[config.mk]
export PLATFORM = sky130hd
export DESIGN_NAME = melody_sequencer
export DESIGN_NICKNAME = d
export VERILOG_FILES = /design/src/rtl/melody_pkg.sv /design/src/rtl/melody_rom.sv /design/src/rtl/melody_sequencer.sv
export SDC_FILE = /design/constraint.sdc
export NUM_CORES = 1
export LEC_CHECK = 0
export CAP_MARGIN = 20
export CORE_UTILIZATION = 55
export DETAILED_ROUTE_END_ITERATION = 7
export GPL_ROUTABILITY_DRIVEN = 0
export PLACE_DENSITY = 0.7
export SYNTH_ARGS = -nofsm -noshare
export SYNTH_HDL_FRONTEND = slang
export SYNTH_SLANG_ARGS = --single-unit
export TNS_END_PERCENT = 50
[constraint.sdc]
create_clock -name clk -period 4 [get_ports clk]
set_input_delay 0.8 -clock clk [delete_from_list [all_inputs] [get_ports clk]]
set_output_delay 0.8 -clock clk [all_outputs]
set_load 0.005 [all_outputs]
[src/rtl/melody_pkg.sv]
// Shared definitions for the melody sequencer: ROM entry layout, FSM state
// encoding and a helper that packs song entries.
package melody_pkg;

    localparam int ENTRY_W  = 12;
    localparam int END_BIT  = 11;
    localparam int REST_BIT = 10;
    localparam int DUR_MSB  = 9;
    localparam int DUR_LSB  = 7;
    localparam int RSV_MSB  = 6;
    localparam int RSV_LSB  = 4;
    localparam int NOTE_MSB = 3;
    localparam int NOTE_LSB = 0;
    localparam int DUR_W    = 3;
    localparam int NOTE_W   = 4;

    localparam logic [1:0] ST_IDLE_ENC  = 2'd0;
    localparam logic [1:0] ST_FETCH_ENC = 2'd1;
    localparam logic [1:0] ST_TONE_ENC  = 2'd2;
    localparam logic [1:0] ST_GAP_ENC   = 2'd3;

    typedef enum logic [1:0] {
        S_IDLE  = ST_IDLE_ENC,
        S_FETCH = ST_FETCH_ENC,
        S_TONE  = ST_TONE_ENC,
        S_GAP   = ST_GAP_ENC
    } state_e;

    typedef logic [ENTRY_W-1:0] entry_t;

    localparam entry_t ENTRY_END = 12'h800;

    // beats is the musical length 1..8; the stored field holds beats-1.
    function automatic entry_t mk_entry(logic rest, int beats, logic [NOTE_W-1:0] note_v);
        entry_t e;
        e                    = '0;
        e[REST_BIT]          = rest;
        e[DUR_MSB:DUR_LSB]   = DUR_W'(beats - 1);
        e[NOTE_MSB:NOTE_LSB] = note_v;
        return e;
    endfunction

endpackage

[src/rtl/melody_rom.sv]
// Song tables for the melody sequencer, selected by SONG. Read is purely
// combinational; addresses past a table's last entry read as END.
module melody_rom
    import melody_pkg::*;
#(
    parameter int ADDR_W = 5,
    parameter int SONG   = 3
) (
    input  logic [ADDR_W-1:0] addr_i,
    output entry_t            entry_o
);

    // NOTE: every output gets a default first so no path through the case leaves it unassigned (no latch)
    always_comb begin
        entry_o = ENTRY_END;
        case (SONG)
            0: begin
                case (int'(addr_i))
                    0:       entry_o = mk_entry(1'b0, 1, 4'h5);
                    1:       entry_o = mk_entry(1'b0, 2, 4'hA);
                    default: entry_o = ENTRY_END;
                endcase
            end
            1: begin
                case (int'(addr_i))
                    0:       entry_o = mk_entry(1'b1, 3, 4'h2);
                    1:       entry_o = mk_entry(1'b0, 8, 4'hF);
                    2:       entry_o = mk_entry(1'b0, 2, 4'h1);
                    default: entry_o = ENTRY_END;
                endcase
            end
            2: begin
                // No END anywhere: exercises the end-of-address-space stop.
                entry_o = mk_entry(1'b0, 1, NOTE_W'(addr_i));
            end
            default: begin
                case (int'(addr_i))
                    0:       entry_o = mk_entry(1'b0, 1, 4'h0);
                    1:       entry_o = mk_entry(1'b0, 1, 4'h0);
                    2:       entry_o = mk_entry(1'b0, 1, 4'h7);
                    3:       entry_o = mk_entry(1'b0, 1, 4'h7);
                    4:       entry_o = mk_entry(1'b0, 1, 4'h9);
                    5:       entry_o = mk_entry(1'b0, 1, 4'h9);
                    6:       entry_o = mk_entry(1'b0, 2, 4'h7);
                    7:       entry_o = mk_entry(1'b1, 1, 4'h0);
                    8:       entry_o = mk_entry(1'b0, 1, 4'h5);
                    9:       entry_o = mk_entry(1'b0, 1, 4'h5);
                    10:      entry_o = mk_entry(1'b0, 1, 4'h4);
                    11:      entry_o = mk_entry(1'b0, 1, 4'h4);
                    12:      entry_o = mk_entry(1'b0, 1, 4'h2);
                    13:      entry_o = mk_entry(1'b0, 1, 4'h2);
                    14:      entry_o = mk_entry(1'b0, 4, 4'h0);
                    default: entry_o = ENTRY_END;
                endcase
            end
        endcase
    end

endmodule

[src/rtl/melody_sequencer.sv]
// Walks the melody ROM and drives the tone generator's note/hush inputs.
// Optional feature macro: MELODY_LOOP_EN adds the loop input (restart at END).
module melody_sequencer
    import melody_pkg::*;
#(
    parameter int TICKS_PER_BEAT = 25_000_000,
    parameter int GAP_TICKS      = 1_000_000,
    parameter int ADDR_W         = 5,
    parameter int SONG           = 3
) (
    input  logic              clk,
    input  logic              reset,
    input  logic              start,
    input  logic              stop,
`ifdef MELODY_LOOP_EN
    input  logic              loop,
`endif
    output logic [3:0]        note,
    output logic              hush,
    output logic              busy,
    output logic              done,
    output logic [ADDR_W-1:0] step
);

    localparam int TICK_W = (TICKS_PER_BEAT > 1) ? $clog2(TICKS_PER_BEAT) : 1;
    localparam int GAP_W  = (GAP_TICKS > 1) ? $clog2(GAP_TICKS) : 1;
    localparam logic [TICK_W-1:0] TICK_LAST = TICK_W'(TICKS_PER_BEAT - 1);
    localparam logic [GAP_W-1:0]  GAP_LAST  = GAP_W'((GAP_TICKS > 0) ? GAP_TICKS - 1 : 0);
    localparam logic [ADDR_W-1:0] STEP_LAST = '1;

    state_e             state_q;
    logic [3:0]         note_q;
    logic               hush_q;
    logic               busy_q;
    logic               done_q;
    logic [ADDR_W-1:0]  step_q;
    logic [DUR_W-1:0]   beats_q;
    logic [TICK_W-1:0]  tick_q;
    logic [GAP_W-1:0]   gap_q;
    logic               last_q;

    entry_t             entry;
    logic               end_hit;
    logic               loop_hit;
    logic [ADDR_W-1:0]  step_d;
    logic               last_d;
    logic               unused_reserved;

    melody_rom #(
        .ADDR_W (ADDR_W),
        .SONG   (SONG)
    ) u_rom (
        .addr_i  (step_q),
        .entry_o (entry)
    );

    // Once the top address has been played, the next fetch is forced to END.
    assign end_hit         = entry[END_BIT] | last_q;
    assign unused_reserved = ^entry[RSV_MSB:RSV_LSB];

`ifdef MELODY_LOOP_EN
    assign loop_hit = loop;
`else
    assign loop_hit = 1'b0;
`endif

    // Advance to the next entry; the address saturates instead of wrapping.
    assign last_d = (step_q == STEP_LAST);
    assign step_d = last_d ? step_q : step_q + ADDR_W'(1);

    // NOTE: all state below is written with <= so every register samples pre-edge values
    always_ff @(posedge clk) begin
        if (reset) begin
            state_q <= S_IDLE;
            note_q  <= '0;
            hush_q  <= 1'b1;
            busy_q  <= 1'b0;
            done_q  <= 1'b0;
            step_q  <= '0;
            beats_q <= '0;
            tick_q  <= '0;
            gap_q   <= '0;
            last_q  <= 1'b0;
        end else begin
            done_q <= 1'b0;
            if (stop) begin
                state_q <= S_IDLE;
                hush_q  <= 1'b1;
                busy_q  <= 1'b0;
                last_q  <= 1'b0;
            end else begin
                case (state_q)
                    S_IDLE: begin
                        if (start) begin
                            step_q  <= '0;
                            last_q  <= 1'b0;
                            busy_q  <= 1'b1;
                            state_q <= S_FETCH;
                        end
                    end
                    S_FETCH: begin
                        if (end_hit) begin
                            if (loop_hit) begin
                                step_q <= '0;
                                last_q <= 1'b0;
                            end else begin
                                done_q  <= 1'b1;
                                hush_q  <= 1'b1;
                                busy_q  <= 1'b0;
                                last_q  <= 1'b0;
                                state_q <= S_IDLE;
                            end
                        end else begin
                            note_q  <= entry[NOTE_MSB:NOTE_LSB];
                            hush_q  <= entry[REST_BIT];
                            beats_q <= entry[DUR_MSB:DUR_LSB];
                            tick_q  <= '0;
                            state_q <= S_TONE;
                        end
                    end
                    S_TONE: begin
                        if (tick_q == TICK_LAST) begin
                            tick_q <= '0;
                            if (beats_q != '0) begin
                                beats_q <= beats_q - DUR_W'(1);
                            end else if (GAP_TICKS > 0) begin
                                hush_q  <= 1'b1;
                                gap_q   <= '0;
                                state_q <= S_GAP;
                            end else begin
                                step_q  <= step_d;
                                last_q  <= last_d;
                                state_q <= S_FETCH;
                            end
                        end else begin
                            tick_q <= tick_q + TICK_W'(1);
                        end
                    end
                    S_GAP: begin
                        if (gap_q == GAP_LAST) begin
                            step_q  <= step_d;
                            last_q  <= last_d;
                            state_q <= S_FETCH;
                        end else begin
                            gap_q <= gap_q + GAP_W'(1);
                        end
                    end
                    default: state_q <= S_IDLE;
                endcase
            end
        end
    end

    assign note = note_q;
    assign hush = hush_q;
    assign busy = busy_q;
    assign done = done_q;
    assign step = step_q;

endmodule
# Word level (Yosys, flattened, before mapping)
# Memories as Yosys holds them, arrays and structs flattened. A register that Yosys moved wholly into a read port is not among the register bits.
# Index checks and enable logic that the tools add are counted.
# totals
mem_count	1
mem_bits_rw	0
elab_cells	88
inputBits	4
latch_bits	0
romBits	128
reg_bits	63
# classes
magnitude_cmp	0
muxes	35
n_eq_ne	15
bitwise_logic	6
add_sub_neg	4
n_reduce_logical	17
div_mod_pow	0
mul	0
shifts	0
# memory_table
memory	words	width	rd	rd_clocked_by_memory_dff	wr	line	rtl
(no name shown)	16	8	1	1	0	melody_rom.sv:37	case (int'(addr_i))
# ops
operator	n
20-bit two-way mux	3
25-bit two-way mux	2
25-bit one-hot mux with 2 select lines	1
20-bit one-hot mux with 2 select lines	1
25-bit by 1-bit adder with 25-bit output, second input constant	1
25-bit equality test, second input constant	1
20-bit by 1-bit adder with 20-bit output, second input constant	1
20-bit equality test, second input constant	1
2-bit inequality test, second input constant	9
5-bit two-way mux	3
5-bit AND reduction	3
12-bit two-way mux	1
3-bit AND reduction	4
2-bit two-way mux	5
5-bit one-hot mux with 2 select lines	1
3-bit two-way mux	3
1-bit two-way mux	8
4-bit two-way mux	2
2-bit one-hot mux with 4 select lines	1
4-bit AND reduction	2
3-bit one-hot mux with 2 select lines	1
2-bit nonzero test	3
5-bit by 1-bit adder with 5-bit output, second input constant	1
5-bit equality test, second input constant	1
11 further kinds	18

# Logic depth before layout (Yosys ltp)
# Gate-level depths: netlist (run 1).
# depth
depth_word	6
ltp_mapped	10

# Modules after synthesis
# From an unflattened synthesis (run 1), not the netlist that was laid out.
# hier_totals
cells_unflattened	450
hier_area_um2	3659.8
# modules_own_cells
mod	n_inst	area_each_um2	cells_each
melody_sequencer	1	3503.4	426
melody_rom	1	156.4	24

# Least setup slack after synthesis (run 1)
# No wires, ideal clock.
# synth_path
path_type	register -> register
start	reg step_q[0] (netlist: step[0])
end	reg with a tool-made name
arrival_time_ns	2.738
stages_incl_launch_ff	10
slack_ns	1.187
synth_period_minus_slack_ns	2.813
cell_sequence	dfxtp_1 -> ha_1 -> and3_1 -> ha_1 -> a211o_1 -> or2_2 -> nor3_1 -> a211oi_1 -> or4b_1 -> a31oi_1
# synth_lines
item	line	rtl
start, declared	melody_sequencer.sv:36	logic [ADDR_W-1:0] step_q;
start signal, assigned	melody_sequencer.sv:131	step_q <= step_d;
start signal, assigned	melody_sequencer.sv:141	step_q <= step_d;

==> results of run 1 <==
==> per-layer routing <==
layer  up-vias  wire (um)  track usage (%)
met5         -          0                0
met1      1470       3700             29.9
met3        12        314             4.75
li1       1617          -                -
met4         0        114             7.55
met2        57       3650             38.6
==> per-stage QoR <==
stage / total power, mW / instances / cell area, um^2 / hold WS (ns) / utilization [%]
floorplan: 0.764 / 432 / 3660 / 0.448 / -
global placement: 0.780 / 511 / 3860 / 0.461 / 60.4
detailed placement: 0.780 / 511 / 3860 / 0.467 / 60.4
CTS: 1.26 / 526 / 4010 / 0.476 / 62.9
global route: 1.30 / 527 / 4030 / 0.495 / 63.1
finish: 1.25 / 527 / 4030 / 0.477 / 63.1
==> layout by cell type, fill, tap and decap left out, types with 2 or more instances in the layout <==
cell type / netlist / final
clkdlybuf4s50_1: 0 / 15
or4b_1: 4 / 4
nand4_1: 17 / 17
nor3_1: 15 / 15
nand2b_1: 2 / 2
or4_4: 2 / 2
a21oi_2: 2 / 2
nor4_1: 4 / 4
and4_1: 5 / 5
or2_2: 4 / 4
inv_1: 17 / 17
xor2_1: 16 / 16
nand4b_1: 3 / 3
and4b_1: 2 / 2
xnor2_1: 13 / 13
nor2_1: 53 / 53
nand3_1: 21 / 21
and2_1: 5 / 5
or3_1: 5 / 5
dfxtp_1: 71 / 71
o211ai_1: 6 / 6
o21a_1: 2 / 2
o22ai_1: 2 / 2
a31oi_1: 3 / 3
clkbuf_1: 11 / 4
a31o_2: 2 / 2
a21oi_1: 25 / 25
o31ai_1: 10 / 10
buf_4: 0 / 4
nor2b_1: 3 / 3
nor4b_1: 5 / 5
and3_1: 8 / 8
or4_1: 10 / 10
mux2i_1: 5 / 5
a211oi_1: 3 / 3
o21ai_0: 13 / 13
clkbuf_8: 0 / 10
nand2_1: 26 / 26
ha_1: 10 / 10
==> power breakdown <==
group          leakage (nW)  internal [mW]  switching (mW)
clock network        0.0805          0.239           0.242
logic                 0.702         0.0182          0.0349
registers             0.572          0.709         0.00208
total                  1.35          0.966           0.279
==> kinds of logic after synthesis <==
family | after synthesis | synth area share [%]
flops | 71 | 38.9
mux | 5 | 1.37
simple gates | 199 | 30.2
compound gates | 83 | 15.2
fa+ha+maj | 10 | 3.42
xor+xnor | 29 | 6.94
buf+inv | 35 | 3.97
==> worst max-delay path: stages (launching register included) <==
cell,delay (ns)
dfxtp_1,0.36
ha_1,0.27
and3_1,0.21
ha_1,0.19
a211o_1,0.36
or2_2,0.34
nor3_1,0.39
a211oi_1,0.22
or4b_1,0.53
a31oi_1,0.16
==> area by class of cell <==
cell class / instances / area share, %
multi-input combinational: 326 / 51.9
sequential: 71 / 35.3
inverter: 18 / 1.68
timing repair buffer: 20 / 4.84
tap: 77 / 2.39
clock buffer: 14 / 3.79
clock inverter: 1 / 0.124
==> path summary, 6_finish.rpt <==
| path | endpoint | slack [ns] | depth (start not counted) |
|---|---|---|---|
| worst max register to register | register | 0.89 | 9 |
| worst min-delay path | note[0] | 0.48 | 2 |
| worst min register to register | note[0] | 0.48 | 2 |
| worst max-delay path | register | 0.89 | 9 |
==> key figures, run 1 <==
Floorplanning
  • IO Pins: 16
  • Die height: 83.5 um
  • Initial Util: 57.3%
  • Die Wd: 83.5 um
  • Die area: 6980 um^2
  • Core Region: 6390 um^2
  • Row count: 29

Layout
  • Filler cell count: 579
  • Register area: 1420 um^2
  • Final #Nets: 460
  • Fraction of layout cells with a size suffix above 1: 7.56%
  • Ant. Diodes: 0
  • Area of the multi-input gates: 2090 um^2
  • Layout area overhead: 10.2%

Hold path
  • Hold Path Class: register to register
  • Hold Crit Start: note[0]

Synth
  • Sequential fraction of the synthesis area: 38.9%
  • Synth Area per Inst: 8.47 um^2
  • Top cells by area, synth: dfxtp_1 (39%), nor2_1 (5.4%), xor2_1 (3.8%)
  • Synth top cells by count: dfxtp_1 (71), nor2_1 (53), nand2_1 (26)
  • Leading area contributor after synthesis: dfxtp_1
  • Top-count cell post-synth: dfxtp_1
  • Post-synth top area share: 38.9%
  • Mapped cell area: 3660 um^2
  • FFs w/ async S/R, synth: 0%
  • Register bit total from synthesis: 71
  • Number of synthesis warnings: 0
  • Post-synth EDFFs: 0
  • Library cells used by synthesis: 59
  • Main flop type after synthesis: dfxtp_1
  • Post-synthesis instance total: 432
  • Syn_nets: 446

Drt
  • Wire per inst: 14.7 um
  • Drt first pass iters: 4
  • Final wirelength: 7770 um
  • Vias/cell: 5.99
  • Final ANT Viol Nets: 0
  • First DRT Iteration DRCs: 190
  • DRC Markers: 0
  • Total number of vias: 3156

GRT
  • Pin count of the biggest net entering global routing: 31
  • GRT overflow: 0
  • Initial antenna violation count: 0
  • Total GRT Usage: 23.1%
  • Number of global-route vias before repair: 2884
  • First-pass GRT wire length: 13200 um

Worst setup path
  • Startpoint Class: register
  • CP Data Required Time: 4.27 ns
  • CP startpoint: step[0]
  • Crit Path Class: register to register
  • Type of element capturing the critical path: register
  • CP arrival: 3.38 ns
  • Worst Path Max Fanout: 6
  • RR Startpoint: step[0]

Power
  • PwrDens: 309 nW/um^2
  • VDD IR max: 256 uV
  • Static leakage: 1.35 nW

CTS
  • CTS tree: yes
  • CTS Buffer Depth: 2
  • Clock sink total: 71
  • Clock Latency Late Sink: 0.34 ns
  • PostCTS Resize Cnt: 0
  • Root buffer cell: clkbuf_8
  • CTS Hold Bufs: 0
  • Setup bufs post-CTS: 0
  • CTS H-tree depth: 3
  • Num CTS Buffers: 9
  • Clk slew on worst S/H paths: 0.07 ns

STA
  • Relative slew margins: 57.8%
  • Max Fclk: 321 MHz
  • Setup slack after layout: 0.887 ns
  • Post-layout minimum cycle time: 3.11 ns
  • Slew Viols, Final: 0
  • Final Cycle Share: 77.8%
  • Fin. Hold Viols: 0
  • Worst Tran Pin Value: 0.626 ns
  • Clock Skews: 0.00790 ns
  • Setup_tns: 0 ns
  • RSZ-0062 raised after global routing: no
  • Number of setup violations in the final report: 0

Placement
  • Pre-CTS setup slack: 0.731 ns
  • Detailed placer's ending HPWL: 5410 um
  • Port Buffer Count: 15

Flow run
  • Max_cap viols: 0

Status
  • Status: complete, no violations
No activity file was read; power rests on OpenSTA's default activity.
==> run 2: changes to the inputs <==
Clock period 4 ns to 3.2 ns, I/O delays scaled along.
==> key figures, run 2 (synthesized netlist as in run 1, its figures left out) <==
Power
  • Psw: 0.378 mW
  • VDD IR max: 512 uV
  • Sw frac: 22.0%
  • Share of total power in combinational logic: 4.1%
  • PwrDens: 414 nW/um^2
  • Static leakage: 1.41 nW
  • Clock power frac: 44.1%
  • Seq pwr share: 51.8%
  • Internal power: 1.34 mW

CTS
  • Clock sink total: 71
  • Clk slew on worst S/H paths: 0.07 ns
  • CTS tree: yes
  • Clock Latency Late Sink: 0.35 ns
  • CTS Buffer Depth: 2
  • CTS H-tree depth: 3
  • Root buffer cell: clkbuf_8
  • Num CTS Buffers: 9

Worst setup path
  • Worst Path Max Fanout: 6
  • CP arrival: 3.23 ns
  • Max incr delay on CP: 0.48 ns
  • Crit Path Class: register to register
  • Cell Chain, Critical Path: ha_1, and3_1, ha_1, a211o_1, nor4b_1, a211oi_1, a31oi_1, or4b_1, a31oi_1
  • Startpoint Class: register
  • Critical path's top delay family: simple AND/OR/NAND/NOR gates
  • Type of element capturing the critical path: register
  • CP Data Required Time: 3.47 ns
  • Slowest-stage cell, CP: or4b_1
  • WP buf/inv: 0

Drt
  • Final wirelength: 8180 um
  • Total number of vias: 3190
  • Drt first pass iters: 5
  • DRC Markers: 0
  • Vias/cell: 5.96
  • Final ANT Viol Nets: 0
  • First DRT Iteration DRCs: 191
  • Wire per inst: 15.3 um

Layout
  • Final #Nets: 467
  • Layout area overhead: 13.2%
  • Most frequent cells in the layout: dfxtp_1 (71), nor2_1 (53), nand2_1 (26)
  • Ant. Diodes: 0
  • Filler cell count: 564
  • Commonest non-fill, non-tap cell in the layout: dfxtp_1
  • Design area: 4140 um^2
  • Fraction of layout cells with a size suffix above 1: 9.83%

STA
  • Max Fclk: 338 MHz
  • Final Cycle Share: 92.4%
  • Relative slew margins: 54.8%
  • Clock Skews: 0.00685 ns
  • Hold Worst Slack: 0.477 ns
  • Setup_tns: 0 ns
  • Post-layout minimum cycle time: 2.96 ns
  • Setup slack after layout: 0.244 ns
  • RSZ-0062 raised after global routing: no
  • Number of setup violations in the final report: 0
  • Worst Tran Pin Value: 0.672 ns
  • Slew Viols, Final: 0
  • Fin. Hold Viols: 0

Placement
  • Detailed placer's ending HPWL: 5630 um
  • Port Buffer Count: 15
  • Pre-CTS setup slack: 0.0743 ns
  • Placed inst area: 3910 um^2

GRT
  • First-pass GRT wire length: 13800 um
  • GRT overflow: 0
  • Pin count of the biggest net entering global routing: 31
  • Total GRT Usage: 24.3%
  • Initial antenna violation count: 0
  • Number of global-route vias before repair: 2923

Floorplanning
  • Die area: 6980 um^2
  • Die height: 83.5 um
  • Core Region: 6390 um^2
  • Initial Util: 57.3%
  • Die Wd: 83.5 um
  • IO Pins: 16
  • Row count: 29

Hold path
  • Hold Path Class: register to register

Status
  • Status: complete, no violations

Flow run
  • Max_cap viols: 0
## run 2: metal layers
metal  track usage [%]  up-vias  routed length [um]
li1                  -     1620                   -
met1              32.3     1475                3800
met2              39.8       85                3920
met3              5.64       10                 365
met4              6.78        0                  95
met5                 0        -                   0
## run 2: power groups by stage
| stage | sequential, mW | clock, mW | combinational [mW] |
|---|---|---|---|
| 6_report | 0.889 | 0.755 | 0.0702 |
| 5_1_grt | 0.889 | 0.808 | 0.0774 |
| 4_1_cts | 0.889 | 0.772 | 0.0692 |
| 3_5_place_dp | 0.909 | 0 | 0.0690 |
| 3_3_place_gp | 0.909 | 0 | 0.0681 |
| 2_1_floorplan | 0.909 | 0 | 0.0466 |
## run 2: repair_timing
action	in CTS	in global routing
buffers inserted	0	0
gates resized for setup	0	1
hold buffers	0	0
setup endpoints to repair	0	2
## run 2: area by class of cell
type,instances,area [um^2],area share (%)
well taps,77,96.3,2.33
flip-flops and latches,71,1420,34.3
clock buffers,14,173,4.17
repair buffers,27,248,5.99
clock inverters,2,37.5,0.907
multi-input cells,326,2100,50.6
inverters,18,67.6,1.63
## run 2: metrics by stage
step / power (mW) / utilization [%] / instances
after global placement: 0.977 / 61.2 / 518
after global routing: 1.77 / 64.8 / 535
after CTS: 1.73 / 64.5 / 534
after detailed placement: 0.978 / 61.2 / 518
final: 1.71 / 64.8 / 535
after floorplan: 0.956 / - / 432
## run 2: worst paths after layout
path,start,to,slack (ns),depth (start not counted)
hold / removal,note[2],note[2],0.48,2
setup reg to reg,step[0],register,0.24,9
setup / recovery,step[0],register,0.24,9
hold reg to reg,note[2],note[2],0.48,2
## run 2: worst min-delay path, stage by stage (launching register included)
cell and delay, ns:
dfxtp_1 0.31, o21ai_0 0.07, a21oi_1 0.06
==> run 3: changes to the inputs <==
Settings changed: SLEW_MARGIN set to 20.
==> key figures, run 3 (synthesized netlist as in run 1, its figures left out) <==
CTS
  • Setup bufs post-CTS: 0
  • CTS tree: yes
  • CTS H-tree depth: 3
  • Clk slew on worst S/H paths: 0.07 ns
  • CTS Hold Bufs: 0
  • Num CTS Buffers: 9
  • Clock sink total: 71
  • Root buffer cell: clkbuf_8
  • CTS Buffer Depth: 2
  • PostCTS Resize Cnt: 0
  • Clock Latency Late Sink: 0.35 ns

Worst setup path
  • Crit Path Class: register to register
  • Slowest-stage cell, CP: or4b_1
  • Critical path's top delay family: simple AND/OR/NAND/NOR gates
  • CP arrival: 3.23 ns
  • Worst Path Max Fanout: 6
  • Startpoint Class: register
  • Max incr delay on CP: 0.48 ns
  • WP buf/inv: 0
  • Type of element capturing the critical path: register
  • Cell Chain, Critical Path: ha_1, and3_1, ha_1, a211o_1, nor4b_1, a211oi_1, a31oi_1, or4b_1, a31oi_1
  • CP Data Required Time: 3.48 ns

GRT
  • Total GRT Usage: 24.3%
  • Number of global-route vias before repair: 2923
  • Initial antenna violation count: 0
  • GRT overflow: 0
  • First-pass GRT wire length: 13800 um
  • Pin count of the biggest net entering global routing: 31

Drt
  • Wire per inst: 15.1 um
  • Total number of vias: 3195
  • Final ANT Viol Nets: 0
  • First DRT Iteration DRCs: 219
  • DRC Markers: 0
  • Final wirelength: 8060 um
  • Drt first pass iters: 4
  • Vias/cell: 5.97

STA
  • Relative slew margins: 54.8%
  • RSZ-0062 raised after global routing: no
  • Setup_tns: 0 ns
  • Final Cycle Share: 92.4%
  • Slew Viols, Final: 0
  • Clock Skews: 0.00503 ns
  • Max Fclk: 338 MHz
  • Number of setup violations in the final report: 0
  • Worst Tran Pin Value: 0.673 ns
  • Hold Worst Slack: 0.478 ns
  • Fin. Hold Viols: 0
  • Post-layout minimum cycle time: 2.96 ns

Layout
  • Ant. Diodes: 0
  • Fraction of layout cells with a size suffix above 1: 9.83%
  • Fin util: 64.8%
  • Commonest non-fill, non-tap cell in the layout: dfxtp_1
  • Design area: 4140 um^2
  • Layout area overhead: 13.1%
  • Most frequent cells in the layout: dfxtp_1 (71), nor2_1 (53), nand2_1 (26)
  • Final #Nets: 467

Floorplanning
  • IO Pins: 16
  • Die area: 6980 um^2
  • Row count: 29
  • Initial Util: 57.3%
  • Die height: 83.5 um
  • Core Region: 6390 um^2
  • Die Wd: 83.5 um

Power
  • VDD IR max: 511 uV
  • Static leakage: 1.41 nW
  • PwrDens: 414 nW/um^2
  • Total Power: 1.71 mW

Placement
  • Placed inst area: 3910 um^2
  • Detailed placer's ending HPWL: 5630 um
  • Port Buffer Count: 15

Status
  • Status: complete, no violations

Flow run
  • Max_cap viols: 0

Hold path
  • Hold Path Class: register to register
## run 3: power breakdown
part / switching, mW / internal (mW)
sequential: 0.00250 / 0.886
combinational: 0.0444 / 0.0251
clock: 0.330 / 0.425
## run 3: final timing paths
path,startpoint,endpoint,slack (ns),cells past startpoint
worst min-delay path,note[2],note[2],0.48,2
worst max register to register,step[0],register,0.24,9
worst min register to register,note[2],note[2],0.48,2
worst max-delay path,step[0],register,0.24,9
## run 3: cell type report
class	count	area, um^2
fillers	563	2250
multi-input cells	326	2100
flip-flops and latches	71	1420
repair buffers	27	244
clock buffers	14	173
well taps	77	96.3
inverters	18	67.6
clock inverters	2	37.5
## run 3: per-stage QoR
step	setup slack (ns)	cells
after floorplan	0.387	432
after global placement	0.142	518
after detailed placement	0.0743	518
after CTS	0.118	534
after global routing	0.0648	535
final	0.243	535
## run 3: per-layer routing
metal | share of wire (%) | global-route usage (%) | wire (um) | up-vias
li1 | - | - | - | 1624
met1 | 46 | 32.3 | 3730 | 1486
met2 | 48 | 39.8 | 3900 | 77
met3 | 4.4 | 5.64 | 355 | 8
met4 | 1.0 | 6.78 | 83 | 0
met5 | 0 | 0 | 0 | -
## run 3: tightest hold or removal path: stages, from the launching register on
cell,delay (ns)
dfxtp_1,0.31
o21ai_0,0.07
a21oi_1,0.06
